[config.mk]
export PLATFORM = sky130hd
export DESIGN_NAME = pipe_mem_wb
export DESIGN_NICKNAME = d
export VERILOG_FILES = /design/src/rtl/pipe_pkg.sv /design/src/rtl/pipe_mem_wb.sv
export SDC_FILE = /design/constraint.sdc
export NUM_CORES = 1
export LEC_CHECK = 0
export ABC_AREA = 1
export CORE_ASPECT_RATIO = 1.5
export CORE_UTILIZATION = 41
export CTS_CLUSTER_SIZE = 25
export DETAILED_ROUTE_END_ITERATION = 16
export PLACE_DENSITY = 0.86
export REMOVE_ABC_BUFFERS = 1
export SLEW_MARGIN = 30
export SYNTH_ARGS = -nofsm -noshare
export SYNTH_HDL_FRONTEND = slang
export SYNTH_SLANG_ARGS = --single-unit
[constraint.sdc]
create_clock -name in_clk -period 4.3 [get_ports in_clk]
set_input_delay 0.43 -clock in_clk [delete_from_list [all_inputs] [get_ports in_clk]]
set_output_delay 0.43 -clock in_clk [all_outputs]
set_load 0.02 [all_outputs]
[src/rtl/pipe_pkg.sv]
// Shared pipeline package.
//  DATA_W / REG_AW : datapath and regfile address widths used across stages
//  WB_SEL_*        : encoding of the write-back source select
//  mem_wb_t        : contents of the MEM/WB pipeline register
package pipe_pkg;

  localparam int DATA_W = 32;
  localparam int REG_AW = 5;

  localparam logic WB_SEL_ALU = 1'b0;
  localparam logic WB_SEL_MEM = 1'b1;

  typedef struct packed {
    logic              valid;
    logic [DATA_W-1:0] pc;
    logic [REG_AW-1:0] waddr;
    logic              wena;
    logic [DATA_W-1:0] wdata;
  } mem_wb_t;

endpackage

[src/rtl/pipe_mem_wb.sv]
// MEM/WB pipeline register plus write-back stage.
//
// Ports:
//  in_clk, in_rst          clock (rising edge) and asynchronous active-high reset
//  in_stall, in_flush      pipeline control (see below)
//  in_valid, in_pc         MEM-stage instruction valid flag and PC
//  in_rd_waddr/sel/wena    destination register, write-back source select, write enable
//  in_alu_result           ALU result from MEM
//  in_dmem_data            formatted dmem read data from MEM
//  out_rf_*                regfile write port
//  out_fwd_*               forwarding entry for EX (mirrors the regfile write port)
//  out_wb_pc/out_wb_valid  instruction currently in WB
//  out_retired_cnt         number of instructions retired through WB (wraps)
//
// Pipeline control: there is no valid/ready handshake. Every rising edge the
// register either clears to a bubble (in_flush), holds (in_stall), or loads
// the MEM stage (neither). Flush beats stall. in_valid=0 loads as a bubble.
// The retired counter only advances on a load with in_valid=1.
module pipe_mem_wb
  import pipe_pkg::*;
#(
  parameter int DATA_W = pipe_pkg::DATA_W,
  parameter int REG_AW = pipe_pkg::REG_AW,
  parameter int CNT_W  = 32
) (
  input  logic              in_clk,
  input  logic              in_rst,
  input  logic              in_stall,
  input  logic              in_flush,
  input  logic              in_valid,
  input  logic [DATA_W-1:0] in_pc,
  input  logic [REG_AW-1:0] in_rd_waddr,
  input  logic              in_rd_sel,
  input  logic              in_rd_wena,
  input  logic [DATA_W-1:0] in_alu_result,
  input  logic [DATA_W-1:0] in_dmem_data,
  output logic              out_rf_wena,
  output logic [REG_AW-1:0] out_rf_waddr,
  output logic [DATA_W-1:0] out_rf_wdata,
  output logic              out_fwd_valid,
  output logic [REG_AW-1:0] out_fwd_addr,
  output logic [DATA_W-1:0] out_fwd_data,
  output logic [DATA_W-1:0] out_wb_pc,
  output logic              out_wb_valid,
  output logic [CNT_W-1:0]  out_retired_cnt
);

  mem_wb_t          wb_q;
  mem_wb_t          wb_d;
  logic [CNT_W-1:0] cnt_q;

  // Front end: resolve the write-back value and the $0 guard before the
  // register, so WB drives the regfile with no logic after the flops.
  always_comb begin
    wb_d       = '0;
    wb_d.valid = in_valid;
    wb_d.pc    = in_pc;
    wb_d.waddr = in_rd_waddr;
    wb_d.wena  = in_valid & in_rd_wena & (in_rd_waddr != '0);
    wb_d.wdata = (in_rd_sel == WB_SEL_MEM) ? in_dmem_data : in_alu_result;
  end

  always_ff @(posedge in_clk or posedge in_rst) begin
    if (in_rst) begin
      wb_q  <= '0;
      cnt_q <= '0;
    end else if (in_flush) begin
      wb_q <= '0;
    end else if (!in_stall) begin
      wb_q <= wb_d;
      if (in_valid) cnt_q <= cnt_q + CNT_W'(1);
    end
  end

  // A held stall re-presents the same write every cycle; the regfile write
  // is idempotent, so nothing here suppresses the repeat.
  assign out_rf_wena     = wb_q.wena;
  assign out_rf_waddr    = wb_q.waddr;
  assign out_rf_wdata    = wb_q.wdata;
  assign out_fwd_valid   = wb_q.wena;
  assign out_fwd_addr    = wb_q.waddr;
  assign out_fwd_data    = wb_q.wdata;
  assign out_wb_pc       = wb_q.pc;
  assign out_wb_valid    = wb_q.valid;
  assign out_retired_cnt = cnt_q;

endmodule

## Yosys cells after proc, flatten, opt, wreduce, memory -nomap -nowiden

Cells that the tools add are included.

| storage, ports and cells | value |
|---|---|
| output and inout bits | 141 |
| register bits after elaboration | 103 |
| bits of input ports | 108 |

| cells by class | value |
|---|---|
| equal/unequal tests | 1 |
| bitwise logic cells | 4 |
| reduce and logical (&&, ||, !) cells | 2 |
| add/subtract/negate cells | 1 |
| multiplexer cells | 3 |

Operator list:

| cell | count |
|---|---|
| 71-bit 2-to-1 mux | 2 |
| 32-bit by 1-bit adder with 32-bit output (second input constant) | 1 |
| 32-bit 2-to-1 mux | 1 |
| 5-bit nonzero test | 1 |
| 3-bit AND reduction | 1 |
| 1-bit bitwise AND | 2 |
| 2-bit by 1-bit inequality test with 1-bit output (second input constant) | 1 |
| 1-bit inverter | 2 |

## Depth between registers and ports, before layout

Gate-level depths: netlist (run 1).

| depth | value |
|---|---|
| depth in word-level cells | 4 |
| depth in mapped cells | 9 |
| mapped depth without buffers | 9 |

## Worst setup path before layout (run 1)

OpenSTA, ideal clock, no wires.

| timing | value |
|---|---|
| path type | register -> register |
| start | register cnt_q[1] (netlist: out_retired_cnt[1]) |
| end | register cnt_q[18] (netlist: out_retired_cnt[18]) |
| cell stages (with the launch flop) | 8 |
| data required time | 4.168 ns |
| clock period less this slack | 1.424 ns |
| setup slack | 2.876 ns |
| arrival | 1.293 ns |
| cell sequence | dfrtp_1 -> ha_1 -> nand3_1 -> inv_1 -> nand2_4 -> nor2_4 -> nand2_1 -> xnor2_1 |

| between the ends | value |
|---|---|
| cells in the longest elaborated chain, start to end | 1 |

RTL lines:

| element | line | text |
|---|---|---|
| start: declaration | pipe_mem_wb.sv:50 | `logic [CNT_W-1:0] cnt_q;` |
| start signal: assignment | pipe_mem_wb.sv:71 | `if (in_valid) cnt_q <= cnt_q + CNT_W'(1);` |
| 32-bit by 1-bit adder with 32-bit output | pipe_mem_wb.sv:71 |  |

No other way between the ends.
A chain may end at the register's enable or synchronous reset.

## Worst setup path in the final report (run 1)

| timing | value |
|---|---|
| start | input port in_flush |
| end | register cnt_q[27] (netlist: out_retired_cnt[27]) |

| between the ends | value |
|---|---|
| cells in the longest elaborated chain, start to end | 2 |

RTL lines:

| element | line | text |
|---|---|---|
| start: declaration | pipe_mem_wb.sv:29 | `input logic in_flush,` |
| 1-bit inverter (no source line) | n/a |  |
| 3-bit AND reduction (no source line) | n/a |  |

No other way between the ends.

==> results.ini, run 1 <==
[status]
status=finished, final reports clean

[clocking]
cts.sinks=103
cts_buffers=9
root_buffer=clkbuf_16
ctsResizeCount=0
cts_setup_buffers=0
cts_tree=done
clkLatencyLatePin_ns=0.34
clkSlewWorstSetupHoldPaths_ns=0.07
hold_buffers=0
cts_max_level=3
clockBufferDepth=2

[synth]
syn_area_um2=5200
syn_area_per_cell_um2=8.89
netlist_instances=585
synthDistinctLibCells=25
ys_seq_area_frac=0.496
ys_seq_elements=103
yosys_warnings=0

[layout]
multiInputGateArea_um2=2080
final_common_cell=clkdlybuf4s50_1
final_cell_mix=clkdlybuf4s50_1 (246), nand3_1 (129), nand2_1 (103), dfrtp_1 (103), o21ai_0 (35)
syn2layout_area_growth_pct=49.4
fin_nets=888
final_area_um2=7770
fillers=1047
regArea_um2=2580
layout-drive-gt1-share=0.0523

[sta]
hold_slack_ns=0.503
fin_crit_ns=2.21
worstMarginPinSlew_ns=0.960
hold_violations=0
finClkSkew_ns=0.00487
max_freq_mhz=452
grt_setup_unrepaired=false
worst_slack_ns=2.09
setup-violations-final=0
fin_crit_sh=0.515
finalSetupTns_ns=0
maxSlewViolCount=0
relSlewSlack=0.360

[floorplanning]
io-pin-count=249
coreArea_um2=12400
die_h_um=140
initial_core_util=0.418
fp.dieW_um=93.9
dieArea_um2=13100
rows=50

[critical_path]
cp-end-kind=flip-flop
worstPathRequired_ns=4.53
worst_ep_arrival_time_ns=2.45
crit_fanout=52
r2r_slack_ns=2.77
start_kind=primary input
crit_type=in -> reg
r2r_end=out_retired_cnt[23]
reg2reg_depth=6
rr_startpoint=out_retired_cnt[7]

[detailed_routing]
vias_per_cell=5.05
drtPass1Iterations=5
wl_met1_um=6020
wl_met3_um=857
vias=4760
highest_layer=met4
wl_per_cell_um=16.3
wl_met2_um=7770
drt_iter0_markers=210
drt_wl_total_um=15400
antenna_left=0
route.detailed.drc=0

[worst_hold_path]
min_to=out_retired_cnt[31]
worstHoldStart=out_retired_cnt[31]
whs_path_depth=2
hold_class=reg -> reg

[place]
placed_cell_area_um2=7470
gp_congestion=0.882
io_buffer_count=248
pre_cts_slack_ns=1.53
dpl.hpwl_um=11600

[grt]
grt_pass1_wl_um=23800
grt_max_degree=82
grt_pass1_vias=4652
antenna_found_initial=2
overflow=0
gr-usage-all-layers=0.237

[power]
ir_worst_vdd_mv=0.201
p_leak_nw=3.45
total_power_mw=2.44
powerDensity_nw_per_um2=314

[job]
cap_violations=0

-- report_power, final --
group / internal (mW) / switching (mW)
Combinational: 0.273 / 0.279
Sequential: 1.03 / 0.0583
Clock: 0.453 / 0.349
Total: 1.76 / 0.686
-- cell usage after synthesis, drive strengths merged --
cell type,count,area (µm²)
nand3,131,673
nand2,110,433
dfrtp,103,2580
buf,53,367
nor2,42,211
o21ai,35,175
mux2i,32,320
inv,31,116
clkbuf,15,56.3
xnor2,13,114
xor2,8,70.1
nand4,7,43.8
nand3b,3,22.5
and2,1,6.26
ha,1,12.5
-- cell families (layout without fill, tap and decap cells) --
family	Yosys count	in the layout	share of synthesized area
adder cells (fa/ha/maj)	1	1	0.00241
other	0	2	0
AND/OR/NAND/NOR	294	294	0.267
flip-flops	103	103	0.496
multiplexers	32	32	0.0616
XOR/XNOR	21	21	0.0354
AO/OA/AOI/OAI	35	35	0.0337
buffers and inverters	99	298	0.104
-- cell type report --
class / instances / area share
tap: 156 / 0.0251
inverter: 31 / 0.0156
clock inverter: 5 / 0.00741
sequential: 103 / 0.332
timing repair buffer: 251 / 0.321
clock buffer: 11 / 0.0300
multi-input combinational: 383 / 0.268
antenna: 2 / 0.000644
-- metal layers --
layer,track usage,up-vias
met4,0.131,0
met5,0,-
met1,0.281,2244
met3,0.0418,47
met2,0.400,187
li1,-,2282
-- sequential cells by signal, indices dropped and copies added, names as in the netlist --
register         cells
out_fwd_data        32
out_retired_cnt     32
out_wb_pc           32
out_fwd_addr         5
out_fwd_valid        1
out_wb_valid         1
-- worst max-delay path, stage by stage --
cell and delay [ns]:
clkdlybuf4s50_1 0.41, inv_2 0.59, nand2_2 0.19, nor2_8 0.30, nand3_4 0.17, nor2_2 0.17, nand2_1 0.07, nand2_1 0.05
nand2_1 0.05
-- worst max path at each step --
stage | startpoint | end | slack (ns)
2_1_floorplan | in_rst | out_fwd_addr[0] | 1.17
3_3_place_gp | in_flush | out_fwd_addr[2] | 1.62
3_5_place_dp | in_flush | out_fwd_data[20] | 1.53
4_1_cts | in_flush | out_fwd_data[20] | 1.88
5_1_grt | in_flush | out_retired_cnt[27] | 1.91
6_report | in_flush | out_retired_cnt[27] | 2.09
-- metrics by stage --
step	instances	utilization
6_report	942	0.624
5_1_grt	942	0.624
3_5_place_dp	924	0.600
3_3_place_gp	924	0.600
4_1_cts	940	0.623
2_1_floorplan	517	-
(Power assumes the default switching activity.)
==> run 2, diff against run 1 <==
clock period = 2.2 ns   (was 4.3 ns; I/O delays follow)
==> results.ini, run 2 (same netlist as run 1, synthesis figures left out) <==
[grt]
overflow=0
grt_pass1_vias=4473
grt_pass1_wl_um=23700
gr-usage-all-layers=0.236
grt_max_degree=104
antenna_found_initial=2

[critical_path]
worst_ep_arrival_time_ns=1.51
crit_fanout=8
worstPathRequired_ns=1.98
start_kind=flip-flop
critPathBufInv=1
crit_path_top_delay_cell=clkdlybuf4s50_1
path_delay_family=buffers and inverters
cp-end-kind=output port
cp_cell_sequence=clkdlybuf4s50_1
slowest_delay_ns=0.66
crit_type=reg -> out

[power]
total_power_mw=4.97
ir_worst_vdd_mv=0.347
powerDensity_nw_per_um2=633
p_leak_nw=3.50

[job]
cap_violations=0

[layout]
layout-drive-gt1-share=0.0571
final_core_util=0.631
fillers=1066
syn2layout_area_growth_pct=51.2
regArea_um2=2580
final_common_cell=clkdlybuf4s50_1
multiInputGateArea_um2=2080
fin_nets=892
final_area_um2=7860
final_cell_mix=clkdlybuf4s50_1 (246), nand3_1 (129), nand2_1 (104), dfrtp_1 (103), o21ai_0 (35)

[place]
pre_cts_slack_ns=0.407
dpl.hpwl_um=12000
gp_congestion=0.892
placed_cell_area_um2=7520
io_buffer_count=248

[floorplanning]
die_h_um=140
io-pin-count=249
fp.dieW_um=93.9
dieArea_um2=13100
initial_core_util=0.418
rows=50
coreArea_um2=12400

[detailed_routing]
highest_layer=met4
antenna_left=0
drtPass1Iterations=4
drt_wl_total_um=15800
wl_met3_um=1080
drt_iter0_markers=246
route.detailed.drc=0
wl_met2_um=8180
wl_per_cell_um=16.7
wl_met1_um=6010
vias=4797
vias_per_cell=5.08

[clocking]
cts.sinks=103
clkSlewWorstSetupHoldPaths_ns=0.07
cts_max_level=3
cts_buffers=9
ctsResizeCount=0
cts_setup_buffers=0
hold_buffers=0
clockBufferDepth=2
clkLatencyLatePin_ns=0.34
cts_tree=done
root_buffer=clkbuf_16

[sta]
max_freq_mhz=579
finClkSkew_ns=0.00675
maxSlewViolCount=0
worstMarginPinSlew_ns=0.591
hold_violations=0
hold_slack_ns=0.322
grt_setup_unrepaired=false
relSlewSlack=0.606
fin_crit_ns=1.73
worst_slack_ns=0.471
setup-violations-final=0
fin_crit_sh=0.786

[status]
status=finished, final reports clean

[worst_hold_path]
hold_class=in -> async

run 2: cell count changes in the layout (fill, tap and decap cells not counted), moves of 2 or more:
| cell | delta |
|---|---|
| buf_12 | +2 |
| clkinv_2 | -2 |
| buf_4 | +2 |
| inv_6 | -2 |
| clkbuf_8 | +2 |
run 2: layout make-up:
cell class	instances	area share
Tap cell	156	0.0248
Clock buffer	12	0.0326
Clock inverter	4	0.00987
Antenna cell	1	0.000318
Sequential cell	103	0.328
Inverter	31	0.0151
Multi-Input combinational cell	383	0.265
Timing Repair Buffer	255	0.324
run 2: worst paths after layout:
kind / start / endpoint / slack [ns] / cells past startpoint
worst max-delay path: out_retired_cnt[26] / out_retired_cnt[26] / 0.47 / 1
worst min-delay path: in_rst / out_wb_pc[16] / 0.32 / 3
worst max register to register: out_retired_cnt[7] / out_retired_cnt[23] / 0.69 / 6
worst min register to register: out_retired_cnt[31] / out_retired_cnt[31] / 0.50 / 2
min in group in_clk: in_stall / out_wb_pc[14] / 0.39 / 3
max in group asynchronous: in_rst / out_retired_cnt[20] / 1.38 / 3
run 2: per-layer routing:
metal | vias up | GRT usage
met5 | - | 0
met4 | 0 | 0.0947
met3 | 37 | 0.0548
met2 | 188 | 0.408
met1 | 2275 | 0.277
li1 | 2297 | -
run 2: metrics by stage:
stage | setup TNS (ns) | std cells
final | 0 | 945
after global routing | 0 | 945
after CTS | 0 | 944
after detailed placement | 0 | 928
after global placement | 0 | 928
after floorplan | -74.56 | 517
run 2: where the power goes:
part	switching [mW]	total [mW]	internal [mW]
combinational	0.548	1.09	0.543
clock	0.688	1.75	1.06
sequential	0.119	2.13	2.01
==> run 3, diff against run 2 <==
CORE_UTILIZATION = 37   (was 41)
PLACE_DENSITY = 0.82   (was 0.86)
clock period = 1.5 ns   (was 2.2 ns; I/O delays follow)
==> results.ini, run 3 (same netlist as run 1, synthesis figures left out) <==
[critical_path]
crit_fanout=2
path_delay_family=buffers and inverters
crit_path_top_delay_cell=clkdlybuf4s50_1
cp_cell_sequence=clkdlybuf4s50_1
crit_type=reg -> out
cp-end-kind=output port
slowest_delay_ns=0.63
critPathBufInv=1
worst_ep_arrival_time_ns=1.32
worstPathRequired_ns=1.35
start_kind=flip-flop

[layout]
final_cell_mix=clkdlybuf4s50_1 (139), nand3_1 (129), nand2_1 (104), dfrtp_1 (99), dlygate4sd2_1 (81)
fin_nets=915
syn2layout_area_growth_pct=54.4
antenna_cells=0
layout-drive-gt1-share=0.0938
final_common_cell=clkdlybuf4s50_1
final_core_util=0.590

[clocking]
root_buffer=clkbuf_16
clkLatencyLatePin_ns=0.34
hold_buffers=0
cts.sinks=103
cts_max_level=3
clkSlewWorstSetupHoldPaths_ns=0.07
clockBufferDepth=2
cts_buffers=9
cts_tree=done

[sta]
hold_slack_ns=0.105
worstMarginPinSlew_ns=0.368
max_freq_mhz=683
hold_violations=0
worst_slack_ns=0.0349
maxSlewViolCount=0
fin_crit_ns=1.47
setup-violations-final=0
finClkSkew_ns=0.00824
fin_crit_sh=0.977
relSlewSlack=0.754

[detailed_routing]
drt_wl_total_um=15800
drtPass1Iterations=6
wl_per_cell_um=16.3
vias_per_cell=5.04
vias=4895
drt_iter0_markers=178
antenna_left=0
route.detailed.drc=0

[floorplanning]
dieArea_um2=14500
io-pin-count=249
fp.dieW_um=98.8
coreArea_um2=13600
die_h_um=147
rows=52
initial_core_util=0.382

[place]
pre_cts_slack_ns=-0.129
io_buffer_count=248
dpl.hpwl_um=12000
gp_congestion=0.864

[power]
pwr-share-clk=0.330
p_leak_nw=4.32
pwr-share-comb=0.225
powerDensity_nw_per_um2=868
p_int_mw=4.99
p_sw_mw=1.97
ir_worst_vdd_mv=0.621
pwr-share-seq=0.445
power_switching_share=0.283

[job]
cap_violations=0

[grt]
antenna_found_initial=0
overflow=0
grt_pass1_vias=4734
grt_max_degree=65
grt_pass1_wl_um=24300
gr-usage-all-layers=0.215

[worst_hold_path]
hold_class=in -> async

[status]
status=finished, final reports clean

run 3: worst register-to-register path, delay by kind of cell, from the launching register on:
kind	cells	cell delay [ns]
buf+inv	2	0.19
xor+xnor	1	0.13
simple gates	4	0.61
flops	1	0.36
run 3: metal layers:
layer,GRT usage,vias up,wire length [µm]
li1,-,2337,-
met1,0.244,2335,6140
met2,0.394,187,8420
met3,0.0324,36,796
met4,0.0925,0,468
met5,0,-,0
run 3: worst paths after layout:
| kind | start | to | slack, ns | cells after the start |
|---|---|---|---|---|
| min in group in_clk | in_pc[11] | out_wb_pc[11] | 0.36 | 3 |
| hold reg to reg | out_wb_pc[10] | out_wb_pc[10] | 0.50 | 2 |
| max in group asynchronous | in_rst | out_retired_cnt[11] | 0.89 | 3 |
| setup / recovery | out_wb_pc[18] | out_wb_pc[18] | 0.03 | 1 |
| setup reg to reg | out_retired_cnt[0] | out_retired_cnt[15] | 0.09 | 7 |
| hold / removal | in_rst | out_wb_pc[27] | 0.10 | 2 |
run 3: timing repair:
action,in CTS,in global routing
setup buffers,0,7
resized for setup,81,36
setup endpoints to repair,83,40
run 3: final cells by class:
class	instances	area, µm²
multi-input cells	383	2100
well taps	162	203
inverters	31	120
repair buffers	278	2740
flip-flops and latches	103	2580
clock inverters	5	58.8
clock buffers	10	229
fillers	1193	5570
run 3: metrics by stage:
stage | TNS (ns) | area, µm² | cells | total power, mW
3_5_place_dp | -1.65 | 7700 | 950 | 4.84
3_3_place_gp | -0.812 | 7700 | 950 | 4.82
6_report | 0 | 8030 | 972 | 6.96
2_1_floorplan | -168.66 | 4780 | 517 | 3.78
5_1_grt | -0.0664 | 8030 | 972 | 7.25
4_1_cts | 0 | 7890 | 965 | 7.04
run 3: power groups by stage:
stage / Combinational (mW) / Sequential [mW] / Clock [mW]
detailed placement: 1.69 / 3.15 / 0
CTS: 1.59 / 3.10 / 2.35
global route: 1.68 / 3.12 / 2.45
global placement: 1.67 / 3.15 / 0
floorplan: 0.346 / 3.43 / 0
finish: 1.57 / 3.10 / 2.30
==> edit 1 (flow settings as in run 1) <==
Set the package constant `DATA_W` to 36 (it was 32).
--- a/src/rtl/pipe_pkg.sv
+++ b/src/rtl/pipe_pkg.sv
@@ -5,5 +5,5 @@
 package pipe_pkg;
 
-  localparam int DATA_W = 32;
+  localparam int DATA_W = 36;
   localparam int REG_AW = 5;
 
Ports: changed (6 resized); port bits go from 249 to 273. The function was not compared with the original's and may differ.
==> edit 1 against run 1 <==
- critical path depth is 8 lower
- sequential cell count is 8 higher
- worst hold slack improved by 4.5 ps
- non-clock buffer count rose by 28
- setup slack better by 300 ps
- fmax increased by 16%
- cell area grew 8.1%
- clock power decreased by 0.5%
- wire length is 18% higher
- synthesized area grew 8.1%
- synthesized cell count grew 18%
- total power is 5.7% higher
- critical path type is now reg2out
- critical endpoint is now out_retired_cnt[25]
==> edit 1: results <==
[outcome]
outcome = "finished clean"

[logic_synthesis]
synth_area_leaders = "dfrtp_1, nand2_1, nand3_1"
synth_cell_types = 28
ys_seq_area_share_pct = 49.4
syn_avg_cell_area_um2 = 8.12
synth_common_cells = "nand2_1, dfrtp_1, nand3_1"
synth_area_mm2 = 0.00562

[setup_path]
r2r-end = "out_retired_cnt[30]"
reg2reg_depth = 7
cpMaxStageDelayCell = "clkdlybuf4s50_1"
crit_fanout = 6
max_stage_delay_ps = 660
startpoint = "out_retired_cnt[25]"
rrSetupSlack_ps = 2730
r2r-start = "out_retired_cnt[8]"
crit_family = "buffers and inverters"
cp.arrival_ps = 1480

[placement]
dp_slack_ps = 2110
dp.cells = 1058
placed_area_mm2 = 0.00812
port_buffers = 272
place.gp.congestion = 0.877
hpwl_um = 13400

[routing]
wl_met1_um = 6720
wl_met2_um = 9620
met3_length_um = 1210
via_per_inst = 5.14
first_pass_iters = 8
via_count = 5521
wl_um = 18100
drtIter0Drc = 292

[pwr]
p_comb_share_pct = 23.4
ir_worst_vdd_uv = 199
p_seq_w = 0.00118
p_leak_nw = 3.65
switching_power_w = 0.000767
p_per_area_mw_per_mm2 = 307

[final_layout]
postLayoutCellArea_mm2 = 0.00840
multi_input_area_mm2 = 0.00221
n_sequential_cell = 111
clock_tree_area_fraction_pct = 3.32
nClkBuffers = 10
bufAreaShareNonClock_pct = 33.0
nNetsFinal = 1028
antenna_cells = 0
seq_share_pct = 33.1

[grt]
grt_pass1_wl_um = 28000
use_met1_pct = 29.6
grtUsageMet2_pct = 45.0
grt_max_degree = 80
grtUsageMet3_pct = 4.13

[timing]
clock_skew_ps = 7.79
whs_ps = 508
worst_slew_pin_slew_ps = 823
==> edit 1: cell count changes in the layout (fill, tap and decap cells not counted), moves of 3 or more <==
cell	delta
nand2_1	+68
o21ai_0	+21
nor2_4	+4
buf_4	+4
xnor2_1	-8
mux2i_1	-32
nand3b_1	+3
clkdlybuf4s50_1	+25
nand2_2	-4
nand3_1	-28
inv_1	+11
o21ai_1	+20
nor2_1	+36
dfrtp_1	+8
==> edit 1: worst max path at each step <==
stage / to / slack [ps] / depth (start not counted)
3_5_place_dp: out_fwd_data[26] / 2110 / 6
2_1_floorplan: out_fwd_addr[0] / 940 / 1
5_1_grt: out_fwd_data[19] / 2270 / 6
3_3_place_gp: out_fwd_data[25] / 2130 / 5
6_report: out_retired_cnt[25] / 2390 / 1
4_1_cts: out_retired_cnt[27] / 2380 / 1
==> edit 1: kinds of logic after synthesis <==
kind of cell	synth area share, %
simple gates	30.5
buf+inv	11.2
flops	49.4
compound gates	6.77
xor+xnor	1.87
fa+ha+maj	0.223
==> edit 2 (config.mk and constraints of run 1) <==
Made on the original files. Reset style: synchronous (`in_rst`), changed in one clocked block. Comments in the files are not updated.
--- a/src/rtl/pipe_mem_wb.sv
+++ b/src/rtl/pipe_mem_wb.sv
@@ -61,5 +61,5 @@
   end
 
-  always_ff @(posedge in_clk or posedge in_rst) begin
+  always_ff @(posedge in_clk) begin
     if (in_rst) begin
       wb_q  <= '0;
Formal check against the unedited RTL: differs if in_rst is asserted again (counterexample within 4 cycles, from zero or initial values and one cycle with in_rst high); with in_rst held inactive, the same outputs for 4 cycles.
==> edit 2 against run 1 <==
- wire length increased by 7.9%
- synthesized area decreased by 3.1%
- sequential cell count unchanged
- cell area decreased by 1.9%
- setup slack got worse by 62 ps
- die area decreased by 3.1%
- combinational power decreased by 34%
- total power decreased by 9.6%
- core utilization increased by 1.3 points
- clock power increased by 4.6%
- count of clock-buffer cells in the layout decreased by 2
- final cell count increased by 11%
- largest cell class is now non-clock buffers
==> edit 2: results <==
[final_layout]
layout-drive-gt1-share_pct = 8.38
fill_cells = 1007
antenna_cells = 0
nNetsFinal = 999
syn2layout_area_growth_pct = 51.3

[setup_path]
cpMaxStageDelayCell = "or2_2"
max_stage_delay_ps = 810
crit_fanout = 48
cp.arrival_ps = 2520

[cts]
clk_pin_slew_worst_paths_ps = 80
cts-buffers-inserted = 9
cts_resized = 0
h-tree-depth = 3
clock_latency_ps = 340
root_buffer = "clkbuf_16"
cts_max_path_buffers = 2
post_cts_buffers = 0

[grt]
track_usage_pct = 25.5
antenna_found_initial = 0
grt_overflow = 0
grt_max_degree = 70
grt_pass1_vias = 4849
grt_pass1_wl_um = 24800

[routing]
first_pass_iters = 5
drtIter0Drc = 233
routedWlPerCell_um = 15.8
via_count = 5118

[logic_synthesis]
synth_common_cells = "nand2_1, nor2_1, dfxtp_1"
synth_cell_types = 37
ys_seq_area_share_pct = 40.9
ys_warn_count = 0
synth_area_leaders = "dfxtp_1, nand2_1, nor2_1"
synth_top_area_share_pct = 40.9
synth_async_sr_flop_share_pct = 0

[placement]
dp_slack_ps = 1630
place.gp.congestion = 0.898
placed_area_mm2 = 0.00731
hpwl_um = 12600
port_buffers = 248

[pwr]
ir_worst_vdd_uv = 204
p_leak_nw = 3.12

[outcome]
outcome = "finished clean"

[hold_path]
hp-class = "reg2reg"

[timing]
slew_headroom_pct = 38.6
clock_skew_ps = 5.84
[edit 2: worst paths after layout]
kind	start	end	slack (ps)	depth (start not counted)
setup / recovery	in_rst	out_fwd_data[26]	2020	6
setup reg to reg	out_retired_cnt[0]	out_retired_cnt[28]	2550	9
hold reg to reg	out_wb_pc[15]	out_wb_pc[15]	460	2
hold / removal	out_wb_pc[15]	out_wb_pc[15]	460	2
[edit 2: layout make-up]
class / instances / share of cell area, %
clock inverter: 7 / 1.07
sequential: 103 / 27.1
clock buffer: 9 / 2.96
timing repair buffer: 253 / 33.0
inverter: 76 / 3.76
multi-input combinational: 447 / 29.6
tap: 153 / 2.51
[edit 2: per-layer routing]
layer / part of all wire [%] / global-route usage [%]
met3: 13 / 12.4
met4: 2.6 / 9.29
met2: 50 / 45.9
met5: 0 / 0
met1: 35 / 25.1
[edit 2: metrics by stage]
step                cells  hold slack, ps
finish               1048             459
global route         1048             475
CTS                  1048             460
detailed placement   1032             450
global placement     1032             445
floorplan             626             502
[edit 2: cell families after synthesis]
family                     Yosys count  synth area share [%]
muxes                               32                  7.16
buffers and inverters              145                  14.2
and+or+nand+nor                    312                  26.6
adders and majority gates            1                 0.248
AOI/OAI and AO/OA                   99                  10.3
DFF                                103                  40.9
xor gates and xnor gates             3                 0.522
[edit 2: critical path, delay by kind of cell]
family	cells	cell delay (ps)
and+or+nand+nor	2	860
buffers and inverters	3	1140
AOI/OAI and AO/OA	1	80
[edit 2: power by group]
part / total (W) / switching (W) / leakage, nW / internal, W
Combinational: 0.000367 / 0.000169 / 2.14 / 0.000198
Sequential: 0.000999 / 0.0000200 / 0.838 / 0.000979
Clock: 0.000839 / 0.000379 / 0.145 / 0.000460
Total: 0.00221 / 0.000568 / 3.12 / 0.00164
